File: src/rtl/online_adder_serial.sv
// Digit-serial MSD-first radix-2 signed-digit online adder/subtractor, online delay 2.
// NCH lanes share one valid/ready handshake; each NDIG-digit frame yields NDIG+1 digits.
module online_adder_serial #(
  parameter int NDIG = 8,
  parameter int NCH  = 1
) (
  input  logic             clk,
  input  logic             rst_n,
  input  logic             in_valid,
  output logic             in_ready,
  input  logic [2*NCH-1:0] in_x,
  input  logic [2*NCH-1:0] in_y,
  input  logic             in_sub,
  input  logic             in_last,
  output logic             out_valid,
  input  logic             out_ready,
  output logic [2*NCH-1:0] out_z,
  output logic             out_last,
  output logic             err_len
);
  // state  | meaning
  // IDLE   | waiting for digit 0 of a frame
  // RUN    | accepting digits 1.., emitting o_{j-1}
  // FLUSH1 | emitting o_{m-1} with zero lookahead
  // FLUSH2 | emitting the final transfer-free digit o_m
  typedef enum logic [1:0] {IDLE, RUN, FLUSH1, FLUSH2} state_t;

  localparam int CW = $clog2(NDIG);
  localparam logic [CW-1:0] LAST_IDX = CW'(NDIG - 1);

  state_t           state, state_d;
  logic [CW-1:0]    cnt, cnt_d, idx;
  logic             sub_q, sub_d, sub_eff;
  logic [3*NCH-1:0] s_q, s_d, s_new;
  logic [2*NCH-1:0] w_q, w_d, w_new;
  logic [2*NCH-1:0] z_run, z_fl2, z_d;
  logic [1:0]       xd, yd;
  logic [2:0]       sn, o_lane;
  logic [3:0]       tw;
  logic             look_neg, slot_free, acc, load, last_d, err_d, cnt_end;

  function automatic logic signed [2:0] dig_val(input logic [1:0] d);
    return $signed({2'b00, d[1]}) - $signed({2'b00, d[0]});
  endfunction

  // {t, w} as two 2-bit two's complement fields; look_neg means s_{j+1} < 0
  function automatic logic [3:0] sel_tw(input logic [2:0] s, input logic look_neg_i);
    logic [3:0] r;
    r = 4'b0000;
    case (s)
      3'b010:  r = {2'b01, 2'b00};
      3'b110:  r = {2'b11, 2'b00};
      3'b001:  r = look_neg_i ? {2'b00, 2'b01} : {2'b01, 2'b11};
      3'b111:  r = look_neg_i ? {2'b11, 2'b01} : {2'b00, 2'b11};
      default: r = 4'b0000;
    endcase
    return r;
  endfunction

  function automatic logic [1:0] enc(input logic [2:0] o);
    case (o)
      3'b001:  return 2'b10;
      3'b111:  return 2'b01;
      default: return 2'b00;
    endcase
  endfunction

  always_comb begin
    slot_free = !out_valid || out_ready;
    in_ready  = slot_free && (state == IDLE || state == RUN);
    acc       = in_valid && in_ready;
    sub_eff   = (state == IDLE) ? in_sub : sub_q;
    idx       = cnt + CW'(1);
    cnt_end   = (idx == LAST_IDX);
    s_new     = '0;
    w_new     = '0;
    z_run     = '0;
    z_fl2     = '0;
    xd        = '0;
    yd        = '0;
    sn        = '0;
    tw        = '0;
    o_lane    = '0;
    look_neg  = 1'b0;
    for (int c = 0; c < NCH; c++) begin
      xd = in_x[2*c +: 2];
      yd = sub_eff ? {in_y[2*c], in_y[2*c+1]} : in_y[2*c +: 2];
      sn = dig_val(xd) + dig_val(yd);
      s_new[3*c +: 3] = sn;
      // outside RUN the lookahead digit is beyond the frame and counts as zero
      look_neg = (state == RUN) && sn[2];
      tw = sel_tw(s_q[3*c +: 3], look_neg);
      o_lane = {w_q[2*c+1], w_q[2*c +: 2]} + {tw[3], tw[3:2]};
      w_new[2*c +: 2] = tw[1:0];
      z_run[2*c +: 2] = enc(o_lane);
      z_fl2[2*c +: 2] = enc({w_q[2*c+1], w_q[2*c +: 2]});
    end
  end

  always_comb begin
    state_d = state;
    cnt_d   = cnt;
    sub_d   = sub_q;
    s_d     = s_q;
    w_d     = w_q;
    z_d     = z_run;
    load    = 1'b0;
    last_d  = 1'b0;
    err_d   = 1'b0;
    case (state)
      IDLE: if (acc) begin
        s_d     = s_new;
        w_d     = '0;
        sub_d   = in_sub;
        cnt_d   = '0;
        err_d   = in_last;
        state_d = in_last ? FLUSH1 : RUN;
      end
      RUN: if (acc) begin
        load  = 1'b1;
        s_d   = s_new;
        w_d   = w_new;
        cnt_d = idx;
        if (in_last || cnt_end) begin
          err_d   = in_last ^ cnt_end;
          state_d = FLUSH1;
        end
      end
      FLUSH1: if (slot_free) begin
        load    = 1'b1;
        w_d     = w_new;
        state_d = FLUSH2;
      end
      FLUSH2: if (slot_free) begin
        load    = 1'b1;
        z_d     = z_fl2;
        last_d  = 1'b1;
        state_d = IDLE;
      end
      default: state_d = IDLE;
    endcase
  end

  always_ff @(posedge clk or negedge rst_n) begin
    if (!rst_n) begin
      state     <= IDLE;
      cnt       <= '0;
      sub_q     <= 1'b0;
      s_q       <= '0;
      w_q       <= '0;
      out_valid <= 1'b0;
      out_z     <= '0;
      out_last  <= 1'b0;
      err_len   <= 1'b0;
    end else begin
      state   <= state_d;
      cnt     <= cnt_d;
      sub_q   <= sub_d;
      s_q     <= s_d;
      w_q     <= w_d;
      err_len <= err_d;
      if (load) begin
        out_valid <= 1'b1;
        out_z     <= z_d;
        out_last  <= last_d;
      end else if (out_ready) begin
        out_valid <= 1'b0;
        out_last  <= 1'b0;
      end
    end
  end
endmodule

File: config.mk
export PLATFORM = sky130hd
export DESIGN_NAME = online_adder_serial
export DESIGN_NICKNAME = d
export VERILOG_FILES = /design/src/rtl/online_adder_serial.sv
export SDC_FILE = /design/constraint.sdc
export NUM_CORES = 1
export LEC_CHECK = 0
export ABC_CLOCK_PERIOD_IN_PS = 5770
export BUFFER_PORTS_ARGS = -buffer_cell sky130_fd_sc_hd__buf_2
export CAP_MARGIN = 15
export CORE_MARGIN = 3
export CORE_UTILIZATION = 45
export DETAILED_ROUTE_END_ITERATION = 6
export PLACE_DENSITY_LB_ADDON = 0.12
export SLEW_MARGIN = 20
export SYNTH_ARGS = -nofsm -noshare
export SYNTH_HDL_FRONTEND = slang
export SYNTH_SLANG_ARGS = --single-unit
File: constraint.sdc
create_clock -name clk -period 5.77 [get_ports clk]
set_input_delay 0.2885 -clock clk [delete_from_list [all_inputs] [get_ports clk]]
set_output_delay 0.2885 -clock clk [all_outputs]
set_load 0.05 [all_outputs]
==> impl_metrics.py, run 1 <==
metrics = {
    "run_status": {
        "run_status": "finished, final reports clean",
    },
    "drt": {
        "routed_via_density": 5.30,
        "final_antenna_net_count": 0,
        "m1WireLength_um": 923,
        "met2_length_um": 975,
        "drt-pass1-iter-count": 4,
        "route.vias.total": 805,
        "detail_route.iter0.violations": 16,
        "route.met3.wl_um": 91,
        "remaining_drc_errors": 0,
        "wl_per_cell_um": 13.2,
        "highest-signal-layer": "met4",
        "routed_wirelength_mm": 2.01,
    },
    "cells_and_area": {
        "antennaDiodeCount": 0,
        "post_route_cells_drive_above_1_share_pct": 21.8,
        "finish.net_count": 149,
        "area_delta_synth_final_pct": 11.4,
        "design_area_mm2": 0.00120,
    },
    "logic_synthesis": {
        "yosys_warnings": 0,
        "synthCells": 108,
        "synthesis.area_mm2": 0.00107,
        "ys_seq_elements": 16,
        "mean_area_per_synthesized_cell_um2": 9.95,
        "syn_nets": 131,
        "proportion_of_synthesized_chip_area_in_sequential_cells_pct": 37.3,
        "synth_cell_types": 29,
    },
    "sta": {
        "unrepaired_setup_endpoints_after_global_routing": "no",
        "worst_relative_slew_slack_pct": 73.7,
        "timing_hold_violations_final": 0,
        "timing_worst_slew_pin_value_ps": 395,
        "clock_skew_ps": 20.8,
        "period_needed_ps": 3310,
        "worst_hold_slack_across_all_endpoints_ps": 267,
        "drv_slew": 0,
        "timing.final.crit_share_pct": 57.3,
        "setup_failing_eps_final": 0,
        "timing.fmax_mhz": 302,
        "finalSetupTns_ps": 0,
    },
    "cts": {
        "cts_buffers": 3,
        "worst_skew_pair.late_latency_ps": 300,
        "tritoncts_num_sinks": 16,
        "clock_tree.htree_level_count": 1,
        "cts_clock_pin_slew_for_the_worst_setup_and_hold_paths_ps": 110,
        "tritoncts": "yes",
        "cts-resized-gates": 0,
        "clock-root-buffer": "sky130_fd_sc_hd__clkbuf_4",
        "cts-root-to-sink-buffers": 2,
    },
    "die": {
        "floorplan.io_pins": 16,
        "std_cell_rows": 17,
        "floorplan.core_area_mm2": 0.00223,
        "initial_util_pct": 48.1,
        "die_x_extent_um": 54.9,
        "dieHeight_um": 54.9,
        "die_area_mm2": 0.00301,
    },
    "critical_path": {
        "endpoint_kind": "flip-flop",
        "criticalPathCategory": "flip-flop to flip-flop",
        "slowest_delay_ps": 440,
        "crit_path_cell_trace": "inv_1 > ha_1 > mux2i_1 > o21ai_0 > fa_1 > nand2_1 > nand2_1 > o31ai_1 > ha_1 > fa_1 > o32ai_1 > mux2_2",
        "setup.worst_path.start_class": "flip-flop",
        "critPathRequiredTime_ps": 5990,
        "cp.arrival_ps": 3530,
        "critical_path_peak_fanout": 8,
        "critical-path-slowest-cell": "sky130_fd_sc_hd__fa_1",
    },
    "pwr": {
        "power_leakage_nw": 0.611,
        "power.switching_mw": 0.302,
        "peakVddDrop_mv": 0.329,
        "sw_frac_of_total_pct": 47.2,
        "internal_power_mw": 0.338,
        "seqPwrFrac_pct": 31.3,
        "combinational_fraction_of_design_power_pct": 59.3,
        "power-per-cell-area_mw_per_mm2": 534,
        "pwr-share-clk_pct": 9.5,
    },
    "grt": {
        "grt_start_max_net_pins": 17,
        "gr-total-overflow": 0,
        "first_global_vias": 777,
        "grt_usage_pct": 15.9,
        "grt_pass1_wl_mm": 3.28,
        "antenna_violations_before_repair": 0,
    },
    "flow_run": {
        "max_cap_violations": 0,
    },
    "placement": {
        "gp_congestion": 0.764,
        "portBuffers": 15,
        "detailed_place_hpwl_mm": 1.55,
        "placed_cell_area_mm2": 0.00116,
    },
    "worst_hold_path": {
        "worstHoldPathType": "input pin to flip-flop",
    },
}
## state kept, by name (all words and copies together) (netlist names)
name       cells
sub_q          1
out_last       1
out_valid      1
cnt            3
w_q            2
out_z          2
err_len        1
state          2
s_q            3
## what timing repair did
item                                   in CTS  in global routing
setup buffers                               0                  0
hold buffers                                1                  0
endpoints found under the hold margin      16                  0
## layer usage
layer | track usage (%) | up-vias
met3 | 5.72 | 2
met1 | 19.4 | 382
met4 | 4.98 | 0
met2 | 25.8 | 16
li1 | - | 405
met5 | 0 | -
## critical path, delay by kind of cell (launching register included)
kind / cells / cell delay, ps
buffers and inverters: 1 / 110
flip-flops: 1 / 430
AO/OA/AOI/OAI: 3 / 620
adder cells (fa/ha/maj): 4 / 1410
AND/OR/NAND/NOR: 2 / 190
multiplexers: 2 / 460
## placed cells by master, fill, tap and decap left out, drive strengths merged
cell type    count
a22o             1
nand2           14
and2b            2
xor2             2
a21oi            1
a211oi           1
mux2i            6
fa               2
o32ai            1
dlygate4sd3      1
nand2b           3
clkbuf           3
o22ai            1
and3             1
nand3            4
dfrtp           16
nand3b           3
nand4            2
o21ai            8
mux2             6
xnor2            1
nor2             7
inv              9
o31ai            1
buf             15
ha              11
a21o             1
a211o            1
## layout make-up
class / instances / area, um2
Clock buffer: 3 / 22.5
Fill cell: 206 / 1040
Inverter: 9 / 33.8
Multi-Input combinational cell: 80 / 621
Sequential cell: 16 / 400
Tap cell: 28 / 35.0
Timing Repair Buffer: 16 / 85.1
## path summary, 6_finish.rpt
check / cells past startpoint / endpoint / slack [ps] / start
hold / removal: 2 / sub_q / 270 / in_sub
setup / recovery: 12 / out_z[1] / 2460 / state[0]
hold reg to reg: 1 / out_z[1] / 510 / out_z[1]
max in group asynchronous: 2 / s_q[0] / 5050 / rst_n
min in group asynchronous: 2 / out_last / 420 / rst_n
setup reg to reg: 12 / out_z[1] / 2460 / state[0]
## synthesized netlist by cell type
library cell	n	area share, %
sky130_fd_sc_hd__fa_1	2	3.7
sky130_fd_sc_hd__nor2_1	6	2.1
sky130_fd_sc_hd__xor2_1	2	1.6
sky130_fd_sc_hd__ha_1	11	13
sky130_fd_sc_hd__a21oi_2	1	0.82
sky130_fd_sc_hd__xnor2_1	1	0.82
sky130_fd_sc_hd__and3_1	1	0.58
sky130_fd_sc_hd__o22ai_1	1	0.58
sky130_fd_sc_hd__nand2_1	14	4.9
sky130_fd_sc_hd__mux2_4	1	1.4
sky130_fd_sc_hd__a211o_1	1	0.82
sky130_fd_sc_hd__nand3_1	4	1.9
sky130_fd_sc_hd__buf_4	2	1.4
sky130_fd_sc_hd__nand3b_1	3	2.1
sky130_fd_sc_hd__a21o_1	1	0.70
sky130_fd_sc_hd__mux2_2	5	5.2
sky130_fd_sc_hd__a211oi_2	1	1.2
sky130_fd_sc_hd__nand4_1	2	1.2
sky130_fd_sc_hd__nand2b_1	3	1.7
sky130_fd_sc_hd__buf_2	1	0.47
sky130_fd_sc_hd__o21ai_0	8	3.7
sky130_fd_sc_hd__and2b_1	2	1.4
sky130_fd_sc_hd__inv_1	9	3.1
sky130_fd_sc_hd__o31ai_1	1	0.70
sky130_fd_sc_hd__o32ai_1	1	0.82
sky130_fd_sc_hd__mux2i_1	6	5.6
sky130_fd_sc_hd__a22o_1	1	0.82
sky130_fd_sc_hd__nor2_2	1	0.58
sky130_fd_sc_hd__dfrtp_1	16	37
## power groups by stage
stage	clock network (mW)	logic [mW]	registers, mW
CTS	0.0626	0.382	0.200
finish	0.0606	0.379	0.200
detailed placement	0	0.381	0.202
global placement	0	0.373	0.201
global route	0.0683	0.420	0.208
floorplan	0	0.269	0.235
## kinds of logic after synthesis
logic type	count (synthesis)	share of synthesized area, %
AO/OA/AOI/OAI	16	10.1
XOR/XNOR	3	2.45
adder cells (fa/ha/maj)	13	16.5
buffers and inverters	12	5.00
flip-flops	16	37.3
multiplexers	12	12.2
AND/OR/NAND/NOR	36	16.4
## stage by stage
stage | power (mW) | utilization [%] | setup WS, ps | cells
finish | 0.640 | 53.6 | 2460 | 152
detailed placement | 0.583 | 52.2 | 2470 | 148
global placement | 0.574 | 52.2 | 2560 | 148
CTS | 0.644 | 53.6 | 2460 | 152
global route | 0.697 | 53.6 | 2190 | 152
floorplan | 0.504 | - | 2740 | 108
(Power assumes the default switching activity.)
==> inputs of run 2 (changes only) <==
ABC_CLOCK_PERIOD_IN_PS = 3200   (was 5770)
clock period = 3.2 ns   (was 5.77 ns; I/O delays follow)
==> run 2 against run 1 <==
Compared with the run above: global-route usage up 0.16 points; critical endpoint is now out_z[0]; total power up 98%; combinational power up 100%; largest power group unchanged; utilization up 3.3 points; sequential share of layout area down 1.9 points; largest cell class unchanged; clock power up 130%; maximum frequency up 11%.
==> impl_metrics.py, run 2 (same netlist as run 1, synthesis figures left out) <==
metrics = {
    "die": {
        "die_area_mm2": 0.00301,
        "die_x_extent_um": 54.9,
        "initial_util_pct": 48.1,
        "dieHeight_um": 54.9,
        "floorplan.io_pins": 16,
        "floorplan.core_area_mm2": 0.00223,
        "std_cell_rows": 17,
    },
    "placement": {
        "placed_cell_area_mm2": 0.00117,
        "pre_cts_worst_setup_slack_ps": 61.7,
        "gp_congestion": 0.779,
        "portBuffers": 15,
        "dpl.cell_count": 149,
        "detailed_place_hpwl_mm": 1.60,
    },
    "pwr": {
        "power-per-cell-area_mw_per_mm2": 994,
        "totalPowerFinal_mw": 1.26,
        "peakVddDrop_mv": 0.584,
        "power_leakage_nw": 0.635,
    },
    "cts": {
        "cts_buffers": 3,
        "tritoncts_num_sinks": 16,
        "cts-root-to-sink-buffers": 2,
        "tritoncts": "yes",
        "clock_tree.htree_level_count": 1,
        "clock-root-buffer": "sky130_fd_sc_hd__clkbuf_4",
        "worst_skew_pair.late_latency_ps": 290,
        "cts_clock_pin_slew_for_the_worst_setup_and_hold_paths_ps": 100,
    },
    "sta": {
        "worst_relative_slew_slack_pct": 72.9,
        "period_needed_ps": 2990,
        "timing.fmax_mhz": 334,
        "timing_worst_slew_pin_value_ps": 406,
        "worst_hold_slack_across_all_endpoints_ps": 129,
        "unrepaired_setup_endpoints_after_global_routing": "no",
        "drv_slew": 0,
        "layout_setup_ws_ps": 210,
        "clock_skew_ps": 6.59,
        "timing_hold_violations_final": 0,
        "setup_failing_eps_final": 0,
        "timing.final.crit_share_pct": 93.4,
        "finalSetupTns_ps": 0,
    },
    "grt": {
        "gr-total-overflow": 0,
        "grt_start_max_net_pins": 17,
        "antenna_violations_before_repair": 0,
        "grt_pass1_wl_mm": 3.40,
        "first_global_vias": 767,
        "grt_usage_pct": 16.1,
    },
    "drt": {
        "drt-pass1-iter-count": 4,
        "remaining_drc_errors": 0,
        "routed_wirelength_mm": 2.13,
        "routed_via_density": 5.33,
        "wl_per_cell_um": 13.6,
        "final_antenna_net_count": 0,
        "detail_route.iter0.violations": 14,
        "route.vias.total": 832,
    },
    "cells_and_area": {
        "area_delta_synth_final_pct": 18.3,
        "regArea_um2": 400,
        "design_area_mm2": 0.00127,
        "regs_by_ff_count": "cnt (3), s_q (3)",
        "post_route_cells_drive_above_1_share_pct": 30.5,
        "final_core_utilization_pct": 56.9,
        "multi_input_area_um2": 658,
        "antennaDiodeCount": 0,
        "finish.net_count": 152,
        "final-instance-count-excl-fill": 156,
        "layout.cells.most_common": "sky130_fd_sc_hd__dfrtp_1",
        "layout_common_cells": "sky130_fd_sc_hd__dfrtp_1 (16), sky130_fd_sc_hd__buf_2 (15), sky130_fd_sc_hd__nand2_1 (14)",
        "final.fill_count": 199,
    },
    "critical_path": {
        "setup.worst_path.start_class": "flip-flop",
        "worst-r2r-setup-slack_ps": 210,
        "critPathRequiredTime_ps": 3380,
        "critical_path_peak_fanout": 4,
        "cp.arrival_ps": 3170,
        "endpoint_kind": "flip-flop",
        "criticalPathCategory": "flip-flop to flip-flop",
    },
    "worst_hold_path": {
        "worstHoldPathType": "input pin to flip-flop",
    },
    "run_status": {
        "run_status": "finished, final reports clean",
    },
    "flow_run": {
        "max_cap_violations": 0,
    },
}
-- run 2: final timing paths --
kind                                 end  startpoint  cells after the start
worst max-delay path            out_z[0]    state[0]                     13
worst min register to register  out_z[0]    out_z[0]                      1
max in group asynchronous       out_z[0]       rst_n                      2
worst max register to register  out_z[0]    state[0]                     13
min in group asynchronous       out_last       rst_n                      2
worst min-delay path            out_last   out_ready                      3
-- run 2: worst max-delay path, stage by stage, from the launching register on --
cell and delay, ps:
sky130_fd_sc_hd__dfrtp_1 430, sky130_fd_sc_hd__inv_2 110, sky130_fd_sc_hd__ha_4 150, sky130_fd_sc_hd__mux2i_2 250, sky130_fd_sc_hd__o21ai_2 90, sky130_fd_sc_hd__fa_2 380
sky130_fd_sc_hd__nand2_1 100, sky130_fd_sc_hd__nand2_1 90, sky130_fd_sc_hd__o31ai_2 210, sky130_fd_sc_hd__ha_2 210, sky130_fd_sc_hd__fa_1 440, sky130_fd_sc_hd__nand3b_1 110
sky130_fd_sc_hd__o22ai_1 70, sky130_fd_sc_hd__mux2_2 270
-- run 2: repair_timing --
item,in CTS,in global routing
gates resized for setup,0,10
endpoints found under the hold margin,16,0
hold buffers,1,0
setup endpoints to repair,0,2
buffers inserted,0,2
-- run 2: power by group --
part	switching [mW]	internal, mW
Clock	0.0683	0.0693
Sequential	0.0745	0.287
Combinational	0.432	0.332
Total	0.575	0.688
-- run 2: area by class of cell --
class                           instances  share of cell area (%)
Multi-Input combinational cell         80                    51.8
Sequential cell                        16                    31.5
Timing Repair Buffer                   19                    8.46
Clock buffer                            4                    2.85
Tap cell                               28                    2.76
Inverter                                9                    2.66
-- run 2: per-layer routing --
layer  share of wire [%]  GRT usage (%)  up-vias
li1                    -              -      411
met1                  44           20.4      410
met2                  52           26.4        9
met3                 2.6           4.90        2
met4                0.61           3.73        0
met5                   0              0        -
==> inputs of run 3 (changes only) <==
BUFFER_PORTS_ARGS = -buffer_cell sky130_fd_sc_hd__clkbuf_2   (was -buffer_cell sky130_fd_sc_hd__buf_2)
RECOVER_POWER = 50   (was not set)
==> run 3 against run 2 <==
Compared with the run above: worst setup slack worse by 26 ps; global-route usage is 0.31 points lower; combinational power down 6.3%; total power decreased by 6.7%; largest power group unchanged.
==> impl_metrics.py, run 3 (same netlist as run 1, synthesis figures left out) <==
metrics = {
    "run_status": {
        "run_status": "finished, final reports clean",
    },
    "critical_path": {
        "critical_path.startpoint": "state[0]",
        "criticalPathCategory": "flip-flop to flip-flop",
        "r2r-end": "out_z[0]",
        "slowest_delay_ps": 430,
        "endpoint_kind": "flip-flop",
        "cp.arrival_ps": 3190,
        "critical-path-slowest-cell": "sky130_fd_sc_hd__fa_1",
        "crit_path_frequent_cell": "sky130_fd_sc_hd__nand2_1",
        "r2r_cells": 13,
        "worst-r2r-setup-slack_ps": 180,
        "critPathRequiredTime_ps": 3370,
        "regToRegStartpoint": "state[0]",
        "setup.worst_path.start_class": "flip-flop",
        "critical_path_peak_fanout": 4,
        "crit_path_cell_trace": "inv_1 > ha_1 > mux2i_1 > o21ai_1 > fa_2 > nand2_1 > nand2_1 > o31ai_2 > ha_2 > fa_1 > nand3b_1 > o22ai_1 > mux2_2",
    },
    "sta": {
        "clock_skew_ps": 1.98,
        "setup_failing_eps_final": 0,
        "layout_setup_ws_ps": 184,
        "unrepaired_setup_endpoints_after_global_routing": "no",
        "timing.final.crit_share_pct": 94.2,
        "timing_worst_slew_pin_value_ps": 901,
        "period_needed_ps": 3020,
        "timing_hold_violations_final": 0,
        "timing.fmax_mhz": 332,
        "worst_relative_slew_slack_pct": 39.9,
        "worst_hold_slack_across_all_endpoints_ps": 132,
        "finalSetupTns_ps": 0,
        "drv_slew": 0,
    },
    "cts": {
        "cts-root-to-sink-buffers": 2,
        "cts_buffers": 3,
        "worst_skew_pair.late_latency_ps": 280,
        "cts_clock_pin_slew_for_the_worst_setup_and_hold_paths_ps": 90,
        "tritoncts_num_sinks": 16,
        "clock_tree.htree_level_count": 1,
        "tritoncts": "yes",
        "clock-root-buffer": "sky130_fd_sc_hd__clkbuf_4",
    },
    "grt": {
        "grt_pass1_wl_mm": 3.33,
        "met1_usage_pct": 20.5,
        "grt_start_max_net_pins": 17,
        "first_global_vias": 781,
        "grt_busiest_layer": "met2",
        "antenna_violations_before_repair": 0,
        "grt_usage_pct": 15.7,
        "grt_util_met3_pct": 2.45,
        "gr-total-overflow": 0,
        "globalRouteMet2Util_pct": 25.2,
    },
    "drt": {
        "drt-pass1-iter-count": 6,
        "wl_per_cell_um": 13.0,
        "final_antenna_net_count": 0,
        "route.vias.total": 829,
        "detail_route.iter0.violations": 11,
        "remaining_drc_errors": 0,
        "routed_via_density": 5.35,
        "routed_wirelength_mm": 2.02,
    },
    "worst_hold_path": {
        "hold-path-endpoint": "sub_q",
        "hold_start": "in_sub",
        "worstHoldPathType": "input pin to flip-flop",
        "hold_path_depth": 2,
    },
    "die": {
        "std_cell_rows": 17,
        "dieHeight_um": 54.9,
        "initial_util_pct": 48.1,
        "die_x_extent_um": 54.9,
        "floorplan.io_pins": 16,
        "die_area_mm2": 0.00301,
        "floorplan.core_area_mm2": 0.00223,
    },
    "flow_run": {
        "max_cap_violations": 0,
    },
    "placement": {
        "dpl.cell_count": 149,
        "pre_cts_worst_setup_slack_ps": 78.2,
        "gp_congestion": 0.797,
        "portBuffers": 15,
        "placed_cell_area_mm2": 0.00117,
        "detailed_place_hpwl_mm": 1.61,
    },
    "cells_and_area": {
        "design_area_mm2": 0.00123,
        "final-instance-count-excl-fill": 155,
        "finish.net_count": 152,
        "layout_common_cells": "sky130_fd_sc_hd__dfrtp_1 (16), sky130_fd_sc_hd__nand2_1 (14), sky130_fd_sc_hd__clkbuf_2 (12)",
        "antennaDiodeCount": 0,
        "layout.cells.most_common": "sky130_fd_sc_hd__dfrtp_1",
        "final_core_utilization_pct": 54.9,
        "area_delta_synth_final_pct": 14.1,
        "post_route_cells_drive_above_1_share_pct": 23.6,
        "regs_by_ff_count": "cnt (3), s_q (3)",
    },
    "pwr": {
        "power-per-cell-area_mw_per_mm2": 962,
        "peakVddDrop_mv": 0.490,
        "power_leakage_nw": 0.615,
        "totalPowerFinal_mw": 1.18,
    },
}
==> run 3: worst max path at each step <==
stage,to,slack (ps),depth (start not counted)
final,out_z[0],180,13
after global routing,out_z[0],5,13
after CTS,out_z[0],70,13
after detailed placement,out_z[0],80,13
after global placement,out_z[0],180,13
after floorplan,out_z[0],170,14
==> run 3: final cells by class <==
type	count	area, um2
Fill cell	209	1010
Multi-Input combinational cell	80	631
Sequential cell	16	400
Timing Repair Buffer	19	104
Tap cell	28	35.0
Inverter	9	33.8
Clock buffer	3	22.5
==> run 3: worst max-delay path: cells and delay by family (launching register included) <==
family	cells	cell delay [ps]
AND/OR/NAND/NOR	3	300
multiplexers	2	510
flip-flops	1	420
buffers and inverters	1	110
AO/OA/AOI/OAI	3	380
adder cells (fa/ha/maj)	4	1200
==> run 3: per-layer routing <==
layer / share of wire [%] / routed length, um
met5: 0 / 0
met4: 1.7 / 34
met3: 5.5 / 111
met2: 49 / 994
met1: 44 / 882
==> run 3: repair_timing <==
item,CTS,global route
resized for setup,0,4
setup endpoints to repair,0,2
endpoints found under the hold margin,16,0
setup buffers,0,2
hold buffers,1,0
==> run 3: report_power, final <==
group | switching, mW | total, mW | internal, mW
Clock | 0.0598 | 0.103 | 0.0436
Sequential | 0.0730 | 0.360 | 0.287
Combinational | 0.415 | 0.716 | 0.300
